**src/rtl/pwm_sample_player.sv**
```systemverilog
// Playback stage after the PWM-buffer FIFO: fetches one sample per repeat group
// and renders it as a registered single-bit PWM waveform, counting underruns.
module pwm_sample_player #(
    parameter int unsigned WIDTH     = 8,
    parameter bit          SIGNED_IN = 1'b1,
    parameter int unsigned REPEAT    = 1
) (
    input  logic             M100CLK,
    input  logic             reset,
    input  logic             enable,
    input  logic [WIDTH-1:0] sample_in,
    input  logic             empty,
    output logic             request,
    output logic             pwm_out,
    output logic             frame_strobe,
    output logic [15:0]      underrun_count
);

    localparam logic [WIDTH-1:0] MID        = {1'b1, {(WIDTH-1){1'b0}}};
    localparam logic [WIDTH-1:0] CNT_MAX    = '1;
    localparam logic [WIDTH-1:0] CNT_CAP    = {{(WIDTH-1){1'b1}}, 1'b0};
    localparam logic [WIDTH-1:0] CNT_DECIDE = {{(WIDTH-2){1'b1}}, 2'b00};
    localparam logic [WIDTH-1:0] SIGN_MASK  = SIGNED_IN ? MID : '0;
    localparam logic [7:0]       REP_LAST   = 8'(REPEAT - 1);

    typedef enum logic {
        IDLE,
        RUN
    } state_t;

    state_t           state_q, state_d;
    logic [WIDTH-1:0] pwm_cnt_q, pwm_cnt_d;
    logic [7:0]       rep_cnt_q, rep_cnt_d;
    logic [WIDTH-1:0] duty_q, duty_d;
    logic [WIDTH-1:0] next_duty_q, next_duty_d;
    logic             fetch_q, fetch_d;
    logic             underrun_q, underrun_d;
    logic             request_q, request_d;
    logic             pwm_out_q, pwm_out_d;
    logic             frame_strobe_q, frame_strobe_d;
    logic [15:0]      underrun_count_q, underrun_count_d;
    logic             last_rep;

    always_comb begin
        state_d          = state_q;
        pwm_cnt_d        = pwm_cnt_q;
        rep_cnt_d        = rep_cnt_q;
        duty_d           = duty_q;
        next_duty_d      = next_duty_q;
        fetch_d          = fetch_q;
        underrun_d       = underrun_q;
        request_d        = 1'b0;
        pwm_out_d        = 1'b0;
        frame_strobe_d   = 1'b0;
        underrun_count_d = underrun_count_q;
        last_rep         = (rep_cnt_q == REP_LAST);

        if (state_q == RUN && enable) begin
            pwm_cnt_d = pwm_cnt_q + 1'b1;
            pwm_out_d = (pwm_cnt_q < duty_q);

            // Empty is judged one clock ahead so request leaves a flop and is
            // high exactly while pwm_cnt sits at 2**WIDTH-3.
            if (last_rep && pwm_cnt_q == CNT_DECIDE) begin
                if (!empty) begin
                    request_d = 1'b1;
                    fetch_d   = 1'b1;
                end else begin
                    underrun_d = 1'b1;
                end
            end

            if (pwm_cnt_q == CNT_CAP) begin
                if (fetch_q) begin
                    next_duty_d = sample_in ^ SIGN_MASK;
                end else if (underrun_q) begin
                    next_duty_d = MID;
                end
            end

            if (pwm_cnt_q == CNT_MAX) begin
                fetch_d    = 1'b0;
                underrun_d = 1'b0;
                if (underrun_q && underrun_count_q != 16'hFFFF) begin
                    underrun_count_d = underrun_count_q + 1'b1;
                end
                if (last_rep) begin
                    rep_cnt_d      = '0;
                    duty_d         = next_duty_q;
                    frame_strobe_d = 1'b1;
                end else begin
                    rep_cnt_d = rep_cnt_q + 1'b1;
                end
            end
        end else begin
            // Idle, or leaving RUN: any fetch in flight is dropped here.
            state_d     = (state_q == IDLE && enable) ? RUN : IDLE;
            pwm_cnt_d   = '0;
            rep_cnt_d   = '0;
            duty_d      = MID;
            next_duty_d = MID;
            fetch_d     = 1'b0;
            underrun_d  = 1'b0;
        end
    end

    always_ff @(posedge M100CLK) begin
        if (reset) begin
            state_q          <= IDLE;
            pwm_cnt_q        <= '0;
            rep_cnt_q        <= '0;
            duty_q           <= MID;
            next_duty_q      <= MID;
            fetch_q          <= 1'b0;
            underrun_q       <= 1'b0;
            request_q        <= 1'b0;
            pwm_out_q        <= 1'b0;
            frame_strobe_q   <= 1'b0;
            underrun_count_q <= '0;
        end else begin
            state_q          <= state_d;
            pwm_cnt_q        <= pwm_cnt_d;
            rep_cnt_q        <= rep_cnt_d;
            duty_q           <= duty_d;
            next_duty_q      <= next_duty_d;
            fetch_q          <= fetch_d;
            underrun_q       <= underrun_d;
            request_q        <= request_d;
            pwm_out_q        <= pwm_out_d;
            frame_strobe_q   <= frame_strobe_d;
            underrun_count_q <= underrun_count_d;
        end
    end

    assign request        = request_q;
    assign pwm_out        = pwm_out_q;
    assign frame_strobe   = frame_strobe_q;
    assign underrun_count = underrun_count_q;

endmodule

```
**config.mk**
```make
export PLATFORM = sky130hd
export DESIGN_NAME = pwm_sample_player
export DESIGN_NICKNAME = d
export VERILOG_FILES = /design/src/rtl/pwm_sample_player.sv
export SDC_FILE = /design/constraint.sdc
export NUM_CORES = 1
export LEC_CHECK = 0
export CAP_MARGIN = 15
export CORE_MARGIN = 2
export CORE_UTILIZATION = 54
export DETAILED_ROUTE_END_ITERATION = 8
export PLACE_DENSITY_LB_ADDON = 0.05
export SLEW_MARGIN = 30
export SYNTH_ARGS = -nofsm -noshare
export SYNTH_HDL_FRONTEND = slang
export SYNTH_SLANG_ARGS = --single-unit
```
**constraint.sdc**
```tcl
create_clock -name M100CLK -period 2.5 [get_ports M100CLK]
set_input_delay 0.625 -clock M100CLK [delete_from_list [all_inputs] [get_ports M100CLK]]
set_output_delay 0.625 -clock M100CLK [all_outputs]
set_load 0.01 [all_outputs]
```
### After elaboration in Yosys (flattened, before gate mapping)

Cells that the tools add are included.

| storage, ports and cells | value |
|---|---|
| bits in read-only memories | 0 |
| memories kept | 0 |
| memory bits (writable) | 0 |
| input port bits | 12 |
| register bits after elaboration | 54 |
| bits in latches | 0 |
| word-level logic and storage cells | 46 |

| cells by class | value |
|---|---|
| magnitude comparators | 1 |
| reduce and logical (&&, ||, !) cells | 15 |
| bitwise operators | 6 |
| shift-type cells | 0 |
| $mul | 0 |
| muxes and demuxes | 6 |
| $add $sub $neg | 3 |
| divide/modulo/power cells | 0 |
| equal/unequal tests | 4 |

Operators with widths:

| cell | number |
|---|---|
| $eq A8 B8 Y1 const B | 3 |
| $mux W8 | 3 |
| $add A16 B1 Y16 const B | 1 |
| $add A8 B1 Y8 const B | 2 |
| $ne A16 B16 Y1 const B | 1 |
| $reduce_or A3 Y1 | 3 |
| $logic_not A8 Y1 | 1 |
| $lt A8 B8 Y1 | 1 |
| $reduce_and A2 Y1 | 4 |
| $not A1 Y1 | 6 |
| $logic_and A1 B1 Y1 | 4 |
| $mux W1 | 3 |
| $reduce_and A3 Y1 | 1 |
| $reduce_bool A2 Y1 | 1 |
| $reduce_or A2 Y1 | 1 |

### Logic depth before layout (Yosys ltp)

Gate-level depths: netlist of the first run.

| logic depth | value |
|---|---|
| depth in word-level cells | 4 |
| depth in mapped cells | 7 |

### Worst setup path before layout of the first run

No wires, ideal clock.

| timing | value |
|---|---|
| kind | reg-to-reg |
| start | reg pwm_cnt_q[1] |
| end | reg underrun_count_q[11] (netlist: underrun_count[11]) |
| path buffers | 0 |
| slack | 0.519 ns |
| arrival | 1.911 ns |
| cell stages (with the launch flop) | 7 |
| period minus slack after synthesis | 1.981 ns |
| required time | 2.430 ns |
| path through | dfxtp_1 ha_1 nand3_1 or3_4 or2_1 or4_1 a21oi_1 |

| on the way | value |
|---|---|
| cells in the longest elaborated chain, start to end | 2 |

RTL lines:

| element | RTL line | source |
|---|---|---|
| start, declared | 32 | `logic [WIDTH-1:0] pwm_cnt_q, pwm_cnt_d;` |
| start signal, assigned | 122 | `pwm_cnt_q <= pwm_cnt_d;` |
| $eq A8 B8 Y1 | 81 | `if (pwm_cnt_q == CNT_MAX) begin` |
| $reduce_and A3 Y1 (no source line) | - |  |
| end signal, assigned | 131 | `underrun_count_q <= underrun_count_d;` |
| end, declared | 41 | `logic [15:0] underrun_count_q, underrun_count_d;` |

No other way between the ends.
A chain may end at the register's enable or synchronous reset.

### Worst setup path after layout of the first run

| timing | value |
|---|---|
| start | reg rep_cnt_q[0] |
| end | reg duty_q[2] |

| on the way | value |
|---|---|
| cells in the longest elaborated chain, start to end | 2 |

RTL lines:

| element | RTL line | source |
|---|---|---|
| start, declared | 33 | `logic [7:0] rep_cnt_q, rep_cnt_d;` |
| start signal, assigned | 123 | `rep_cnt_q <= rep_cnt_d;` |
| $logic_not A8 Y1 | 56 | `last_rep = (rep_cnt_q == REP_LAST);` |
| $reduce_and A2 Y1 (no source line) | - |  |
| end signal, assigned | 124 | `duty_q <= duty_d;` |
| end, declared | 34 | `logic [WIDTH-1:0] duty_q, duty_d;` |

No other way between the ends.

==> results of run 1 <==
## kinds of logic (layout without fill, tap and decap cells)
group	count (synthesis)	after routing	share of synthesized area, %
simple gates	123	123	26.5
flops	54	54	44.9
compound gates	33	33	9.14
xor+xnor	26	26	9.45
buf+inv	21	58	3.27
fa+ha+maj	13	13	6.75
## final timing paths
path	end	slack, ps	cells after the start
worst max-delay path	duty_q[2]	330	6
worst min-delay path	next_duty_q[4]	460	2
worst max register to register	duty_q[2]	330	6
worst min register to register	next_duty_q[4]	460	2
## final cells by class
type	count	area (um^2)
Fill cell	369	1410
Multi-Input combinational cell	195	1250
Sequential cell	54	1080
Timing Repair Buffer	37	353
Clock buffer	5	68.8
Tap cell	52	65.1
Inverter	13	48.8
Clock inverter	3	47.5
## critical path, cell delays in order (launching register included)
cell                      delay (ps)
sky130_fd_sc_hd__dfxtp_1         380
sky130_fd_sc_hd__inv_1            80
sky130_fd_sc_hd__ha_1            130
sky130_fd_sc_hd__or4b_2          590
sky130_fd_sc_hd__nor4_2          320
sky130_fd_sc_hd__a21oi_1         280
sky130_fd_sc_hd__a22o_1          290
## metrics by stage
step / power (mW) / instance area [um^2] / util, %
after floorplan: 0.893 / 2410 / -
after global placement: 0.916 / 2800 / 64.7
after detailed placement: 0.917 / 2800 / 64.7
after CTS: 1.51 / 2910 / 67.4
after global routing: 1.55 / 2910 / 67.4
final: 1.50 / 2910 / 67.4
## power by group through the flow
| stage | clock (mW) | sequential, mW | combinational (mW) |
|---|---|---|---|
| finish | 0.601 | 0.863 | 0.0338 |
| global route | 0.648 | 0.863 | 0.0373 |
| CTS | 0.617 | 0.863 | 0.0341 |
| detailed placement | 0 | 0.883 | 0.0341 |
| global placement | 0 | 0.883 | 0.0338 |
| floorplan | 0 | 0.883 | 0.0105 |
## cells in the final DEF (no fill, tap or decap), drive strengths merged, types with 3 or more instances in the layout
cell type	instances
a21oi	13
nor3	9
o21ai	3
xor2	9
clkbuf	5
nand3	18
ha	13
and3	3
dfxtp	54
inv	15
clkdlybuf4s50	30
a22o	7
nor2	37
and4	4
xnor2	17
nand2	20
nor4	8
nand4	11
buf	7
## registers in the layout (all words and copies together), names as in the netlist
name,count
underrun_count,16
duty_q,8
next_duty_q,8
pwm_cnt_q,8
rep_cnt_q,8
fetch_q,1
frame_strobe,1
pwm_out,1
request,1
state_q,1
underrun_q,1
## metal layers
| layer | up-vias | global-route usage [%] | part of all wire [%] |
|---|---|---|---|
| met5 | - | 0 | 0 |
| met4 | 0 | 7.76 | 1.5 |
| met3 | 7 | 4.27 | 3.0 |
| met2 | 24 | 32.0 | 44 |
| met1 | 894 | 28.2 | 52 |
| li1 | 1019 | - | - |
==> impl_metrics.xml, run 1 <==
<?xml version="1.0" encoding="UTF-8"?>
<metrics>
  <group name="place">
    <metric name="place.detailed.instances" unit="">351</metric>
    <metric name="place.detailed.hpwl" unit="um">3470</metric>
    <metric name="buffer_ports.inserted" unit="">30</metric>
    <metric name="gp_congestion" unit="">0.781</metric>
    <metric name="detailedPlace.worstSlack" unit="ps">18.2</metric>
  </group>
  <group name="global_route">
    <metric name="grtUsageTotal" unit="%">20.5</metric>
    <metric name="grt_start_max_net_pins" unit="">20</metric>
    <metric name="antenna_found_initial" unit="">0</metric>
    <metric name="overflow" unit="">0</metric>
    <metric name="number_of_global_route_vias_before_repair" unit="">1886</metric>
    <metric name="grt_first_pass_wirelength" unit="um">8380</metric>
  </group>
  <group name="logic_synthesis">
    <metric name="synthTopCellsByCount" unit="">sky130_fd_sc_hd__dfxtp_1 (54), sky130_fd_sc_hd__nor2_1 (36), sky130_fd_sc_hd__nand2_1 (20)</metric>
    <metric name="synth-main-ff-cell" unit="">sky130_fd_sc_hd__dfxtp_1</metric>
    <metric name="yosysWarnings" unit="">0</metric>
    <metric name="synth.top_cells.by_area" unit="">sky130_fd_sc_hd__dfxtp_1 (45%), sky130_fd_sc_hd__ha_1 (6.8%), sky130_fd_sc_hd__xnor2_1 (6.2%)</metric>
    <metric name="synth_area_per_inst" unit="um^2">8.92</metric>
    <metric name="synth.distinct_cells" unit="">39</metric>
    <metric name="synth.top_cell.area_share" unit="%">44.9</metric>
    <metric name="synth-seq-cells" unit="">54</metric>
    <metric name="asyncSetResetFlopFracSynth" unit="%">0</metric>
    <metric name="synth_fp_nets" unit="">295</metric>
    <metric name="ys_seq_area_share" unit="%">44.9</metric>
    <metric name="synth_area_leader_cell" unit="">sky130_fd_sc_hd__dfxtp_1</metric>
    <metric name="post_synth_instance_area" unit="mm^2">0.00241</metric>
    <metric name="synth_cells" unit="">270</metric>
    <metric name="synth_most_common_cell" unit="">sky130_fd_sc_hd__dfxtp_1</metric>
    <metric name="synth_edf_count" unit="">0</metric>
  </group>
  <group name="die">
    <metric name="fp.coreArea" unit="mm^2">0.00432</metric>
    <metric name="floorplan.die.height" unit="um">70.8</metric>
    <metric name="dieArea" unit="mm^2">0.00501</metric>
    <metric name="ios" unit="">31</metric>
    <metric name="initial_utilization" unit="%">55.7</metric>
    <metric name="dieWidth" unit="um">70.8</metric>
    <metric name="std_cell_rows" unit="">24</metric>
  </group>
  <group name="sta">
    <metric name="remaining_max_slew_budget_at_the_tightest_pin" unit="%">60.6</metric>
    <metric name="timing.clock.skew" unit="ps">5.27</metric>
    <metric name="final_cycle_utilization_of_the_critical_path" unit="%">87.0</metric>
    <metric name="finalCriticalPeriod" unit="ps">2170</metric>
    <metric name="timing.setup.tns" unit="ps">0</metric>
    <metric name="worstMarginPinSlew" unit="ps">590</metric>
    <metric name="finalHoldWorstSlack" unit="ps">458</metric>
    <metric name="report.final.slew_viol_count" unit="">0</metric>
    <metric name="postLayoutSetupSlackWorst" unit="ps">326</metric>
    <metric name="setup_viol_count_final" unit="">0</metric>
    <metric name="final_hold_viol_count" unit="">0</metric>
    <metric name="max_freq" unit="GHz">0.460</metric>
    <metric name="grt_setup_unrepaired" unit="">no</metric>
  </group>
  <group name="critical_path">
    <metric name="cp-end-kind" unit="">flop</metric>
    <metric name="worst_ep_arrival_time" unit="ps">2390</metric>
    <metric name="cp_max_fo" unit="">8</metric>
    <metric name="worst-setup-path-type" unit="">reg -&gt; reg</metric>
    <metric name="critical_path.reg2reg.startpoint" unit="">rep_cnt_q[0]</metric>
    <metric name="critPathRequiredTime" unit="ps">2720</metric>
    <metric name="startpoint_type" unit="">flop</metric>
    <metric name="worstSetupStartpoint" unit="">rep_cnt_q[0]</metric>
  </group>
  <group name="detailed_routing">
    <metric name="drc" unit="">0</metric>
    <metric name="routed-via-count" unit="">1944</metric>
    <metric name="post_drt_via_cell_ratio" unit="">5.42</metric>
    <metric name="drt_iter0_drc" unit="">111</metric>
    <metric name="postRouteAntennaNets" unit="">0</metric>
    <metric name="finalWirelength" unit="um">4670</metric>
    <metric name="route.detailed.wl_per_inst" unit="um">13.0</metric>
    <metric name="drt-pass1-iter-count" unit="">4</metric>
  </group>
  <group name="power_and_ir_drop">
    <metric name="power_frac_clock" unit="%">40.2</metric>
    <metric name="p_sw" unit="mW">0.311</metric>
    <metric name="power.density" unit="mW/mm^2">514</metric>
    <metric name="ir_worst_vdd" unit="uV">355</metric>
    <metric name="pwr-share-seq" unit="%">57.6</metric>
    <metric name="combinationalPowerShare" unit="%">2.3</metric>
    <metric name="power.leakage" unit="nW">0.990</metric>
    <metric name="p_int" unit="mW">1.19</metric>
    <metric name="net_switching_fraction_of_the_power" unit="%">20.8</metric>
  </group>
  <group name="clocking">
    <metric name="clk_latency" unit="ps">310</metric>
    <metric name="cts_setup_buffers" unit="">0</metric>
    <metric name="cts.htree.levels" unit="">2</metric>
    <metric name="ctsRootBufferMaster" unit="">sky130_fd_sc_hd__clkbuf_8</metric>
    <metric name="cts_made_buffers" unit="">5</metric>
    <metric name="cts_resized" unit="">0</metric>
    <metric name="tritoncts_num_sinks" unit="">54</metric>
    <metric name="tritoncts" unit="">built</metric>
    <metric name="clk_transition_reported_paths" unit="ps">100</metric>
    <metric name="clk_path_buf_depth" unit="">2</metric>
    <metric name="holdBufCountCts" unit="">0</metric>
  </group>
  <group name="layout">
    <metric name="syn2layout_area_growth" unit="%">20.9</metric>
    <metric name="layout-drive-gt1-share" unit="%">6.84</metric>
    <metric name="stdcell_count" unit="">359</metric>
    <metric name="antenna-diode-count" unit="">0</metric>
    <metric name="final_nets" unit="">331</metric>
  </group>
  <group name="hold_path">
    <metric name="min-delay-start" unit="">next_duty_q[4]</metric>
    <metric name="worstHoldPathType" unit="">reg -&gt; reg</metric>
  </group>
  <group name="run">
    <metric name="max_cap_viol_count" unit="">0</metric>
  </group>
  <group name="outcome">
    <metric name="run_status" unit="">finished clean</metric>
  </group>
</metrics>
(Power assumes the default switching activity.)
==> run 2, diff against run 1 <==
Clock period 2.5 ns to 2 ns, I/O delays scaled along.
==> run 2 against run 1 <==
Clock-buffer cell count did not move. Final area rose by 4.3%. Critical path depth did not move. First-iteration DRC count fell by 33%. Total power rose by 13%. Die area did not move. Cell count rose by 3.9%. Hold slack improved by 5.0 ps. Global-route usage barely moved. Non-clock buffer count rose by 15. Via count rose by 5.1%. Sequential cell count did not move. Critical path type unchanged. Largest cell class unchanged. Largest power group unchanged.
==> impl_metrics.xml, run 2 (synthesized netlist as in run 1, its figures left out) <==
<?xml version="1.0" encoding="UTF-8"?>
<metrics>
  <group name="sta">
    <metric name="timing.clock.skew" unit="ps">3.00</metric>
    <metric name="report.final.slew_viol_count" unit="">0</metric>
    <metric name="final_cycle_utilization_of_the_critical_path" unit="%">97.6</metric>
    <metric name="max_freq" unit="GHz">0.512</metric>
    <metric name="worstMarginPinSlew" unit="ps">371</metric>
    <metric name="final_hold_viol_count" unit="">0</metric>
    <metric name="setup_viol_count_final" unit="">0</metric>
    <metric name="finalCriticalPeriod" unit="ps">1950</metric>
    <metric name="remaining_max_slew_budget_at_the_tightest_pin" unit="%">75.0</metric>
    <metric name="timing.setup.tns" unit="ps">0</metric>
  </group>
  <group name="clocking">
    <metric name="holdBufCountCts" unit="">0</metric>
    <metric name="clk_latency" unit="ps">300</metric>
    <metric name="tritoncts" unit="">built</metric>
    <metric name="clk_path_buf_depth" unit="">2</metric>
    <metric name="cts_made_buffers" unit="">5</metric>
    <metric name="cts_setup_buffers" unit="">0</metric>
    <metric name="cts.htree.levels" unit="">2</metric>
    <metric name="clk_transition_reported_paths" unit="ps">90</metric>
    <metric name="ctsRootBufferMaster" unit="">sky130_fd_sc_hd__clkbuf_8</metric>
    <metric name="tritoncts_num_sinks" unit="">54</metric>
  </group>
  <group name="die">
    <metric name="dieArea" unit="mm^2">0.00501</metric>
    <metric name="ios" unit="">31</metric>
    <metric name="std_cell_rows" unit="">24</metric>
    <metric name="fp.coreArea" unit="mm^2">0.00432</metric>
    <metric name="initial_utilization" unit="%">55.7</metric>
    <metric name="floorplan.die.height" unit="um">70.8</metric>
    <metric name="dieWidth" unit="um">70.8</metric>
  </group>
  <group name="global_route">
    <metric name="antenna_found_initial" unit="">0</metric>
    <metric name="grt_first_pass_wirelength" unit="um">8420</metric>
    <metric name="grt_start_max_net_pins" unit="">20</metric>
    <metric name="number_of_global_route_vias_before_repair" unit="">1962</metric>
    <metric name="grtUsageTotal" unit="%">20.5</metric>
    <metric name="overflow" unit="">0</metric>
  </group>
  <group name="detailed_routing">
    <metric name="met1Wirelength" unit="um">2360</metric>
    <metric name="postRouteAntennaNets" unit="">0</metric>
    <metric name="route.met3.wl" unit="um">180</metric>
    <metric name="finalWirelength" unit="um">4800</metric>
    <metric name="drt_iter0_drc" unit="">74</metric>
    <metric name="post_drt_via_cell_ratio" unit="">5.48</metric>
    <metric name="drt-pass1-iter-count" unit="">4</metric>
    <metric name="routed-via-count" unit="">2044</metric>
    <metric name="route.detailed.wl_per_inst" unit="um">12.9</metric>
    <metric name="highest-signal-layer" unit="">met4</metric>
    <metric name="met2WireLength" unit="um">2190</metric>
    <metric name="drc" unit="">0</metric>
  </group>
  <group name="layout">
    <metric name="fillCellCount" unit="">349</metric>
    <metric name="mostFrequentLayoutCell" unit="">sky130_fd_sc_hd__dfxtp_1</metric>
    <metric name="final_nets" unit="">346</metric>
    <metric name="syn2layout_area_growth" unit="%">26.2</metric>
    <metric name="layout-drive-gt1-share" unit="%">13.7</metric>
    <metric name="antenna-diode-count" unit="">0</metric>
    <metric name="largest_register_ff_count" unit="">16</metric>
    <metric name="layout_common_cells" unit="">sky130_fd_sc_hd__dfxtp_1 (52), sky130_fd_sc_hd__nor2_1 (36), sky130_fd_sc_hd__clkdlybuf4s50_1 (29), sky130_fd_sc_hd__buf_4 (21), sky130_fd_sc_hd__nand2_1 (18)</metric>
  </group>
  <group name="hold_path">
    <metric name="min-delay-start" unit="">next_duty_q[3]</metric>
    <metric name="worstHoldPathType" unit="">reg -&gt; reg</metric>
  </group>
  <group name="power_and_ir_drop">
    <metric name="power.leakage" unit="nW">1.08</metric>
    <metric name="power.density" unit="mW/mm^2">555</metric>
    <metric name="ir_worst_vdd" unit="uV">374</metric>
    <metric name="post-layout-total-power" unit="mW">1.69</metric>
  </group>
  <group name="outcome">
    <metric name="run_status" unit="">finished clean</metric>
  </group>
  <group name="place">
    <metric name="place.detailed.hpwl" unit="um">3550</metric>
    <metric name="buffer_ports.inserted" unit="">30</metric>
    <metric name="gp_congestion" unit="">0.821</metric>
  </group>
  <group name="critical_path">
    <metric name="critPathRequiredTime" unit="ps">2240</metric>
    <metric name="cp_max_fo" unit="">4</metric>
    <metric name="worstSetupStartpoint" unit="">pwm_cnt_q[0]</metric>
    <metric name="worst-setup-path-type" unit="">reg -&gt; reg</metric>
    <metric name="worst_ep_arrival_time" unit="ps">2190</metric>
    <metric name="worst_path_max_delay_cell" unit="">sky130_fd_sc_hd__or4_1</metric>
    <metric name="startpoint_type" unit="">flop</metric>
    <metric name="cp_slowest_stage_delay" unit="ps">470</metric>
    <metric name="critical_path.cell_chain" unit="">ha_2 &gt; nand3_2 &gt; or3_4 &gt; or2_4 &gt; or4_1 &gt; a21oi_1</metric>
    <metric name="critical_path.reg2reg.startpoint" unit="">pwm_cnt_q[0]</metric>
    <metric name="path_buf_inv" unit="">0</metric>
    <metric name="cp-end-kind" unit="">flop</metric>
    <metric name="timing.critical_path.max_delay_family" unit="">simple AND/OR/NAND/NOR gates</metric>
  </group>
  <group name="run">
    <metric name="max_cap_viol_count" unit="">0</metric>
  </group>
</metrics>
## run 2: layout make-up
type	count	area [um^2]	area share, %
multi-input cells	195	1290	42.6
repair buffers	52	468	15.4
clock inverters	2	10.0	0.329
clock buffers	5	68.8	2.26
well taps	52	65.1	2.14
inverters	13	48.8	1.61
flip-flops and latches	54	1080	35.7
## run 2: what timing repair did
item,4_1_cts,5_1_grt
endpoints found under the setup margin,9,24
resized for setup,4,10
endpoints found under the hold margin,0,0
pin swaps,1,2
## run 2: per-stage QoR
stage | hold slack [ps] | cell area (um^2) | cells | utilization [%] | setup slack, ps
detailed placement | 455 | 2910 | 366 | 67.3 | -373
floorplan | 432 | 2410 | 270 | - | 19.1
finish | 463 | 3040 | 373 | 70.3 | 47.4
global route | 491 | 3040 | 373 | 70.3 | -27.6
CTS | 466 | 3000 | 373 | 69.4 | 7.07
global placement | 442 | 2910 | 366 | 67.3 | -335
## run 2: worst min-delay path: cells and delay by family (launching register included)
kind	cells	cell delay [ps]
AO/OA/AOI/OAI	1	50
AND/OR/NAND/NOR	1	50
flip-flops	1	320
## run 2: where the power goes
part	switching, mW	internal, mW	total [mW]
Combinational	0.0195	0.0255	0.0450
Sequential	0.00141	1.08	1.08
Clock	0.327	0.236	0.563
## run 2: final timing paths
path                         to  slack (ps)  cells after the start
max          underrun_count[11]          50                      6
min              next_duty_q[3]         460                      2
max reg2reg  underrun_count[11]          50                      6
min reg2reg      next_duty_q[3]         460                      2
## run 2: metal layers
layer,track usage (%),up-vias
met2,33.5,37
li1,-,1046
met4,6.29,0
met5,0,-
met1,27.4,952
met3,4.42,9
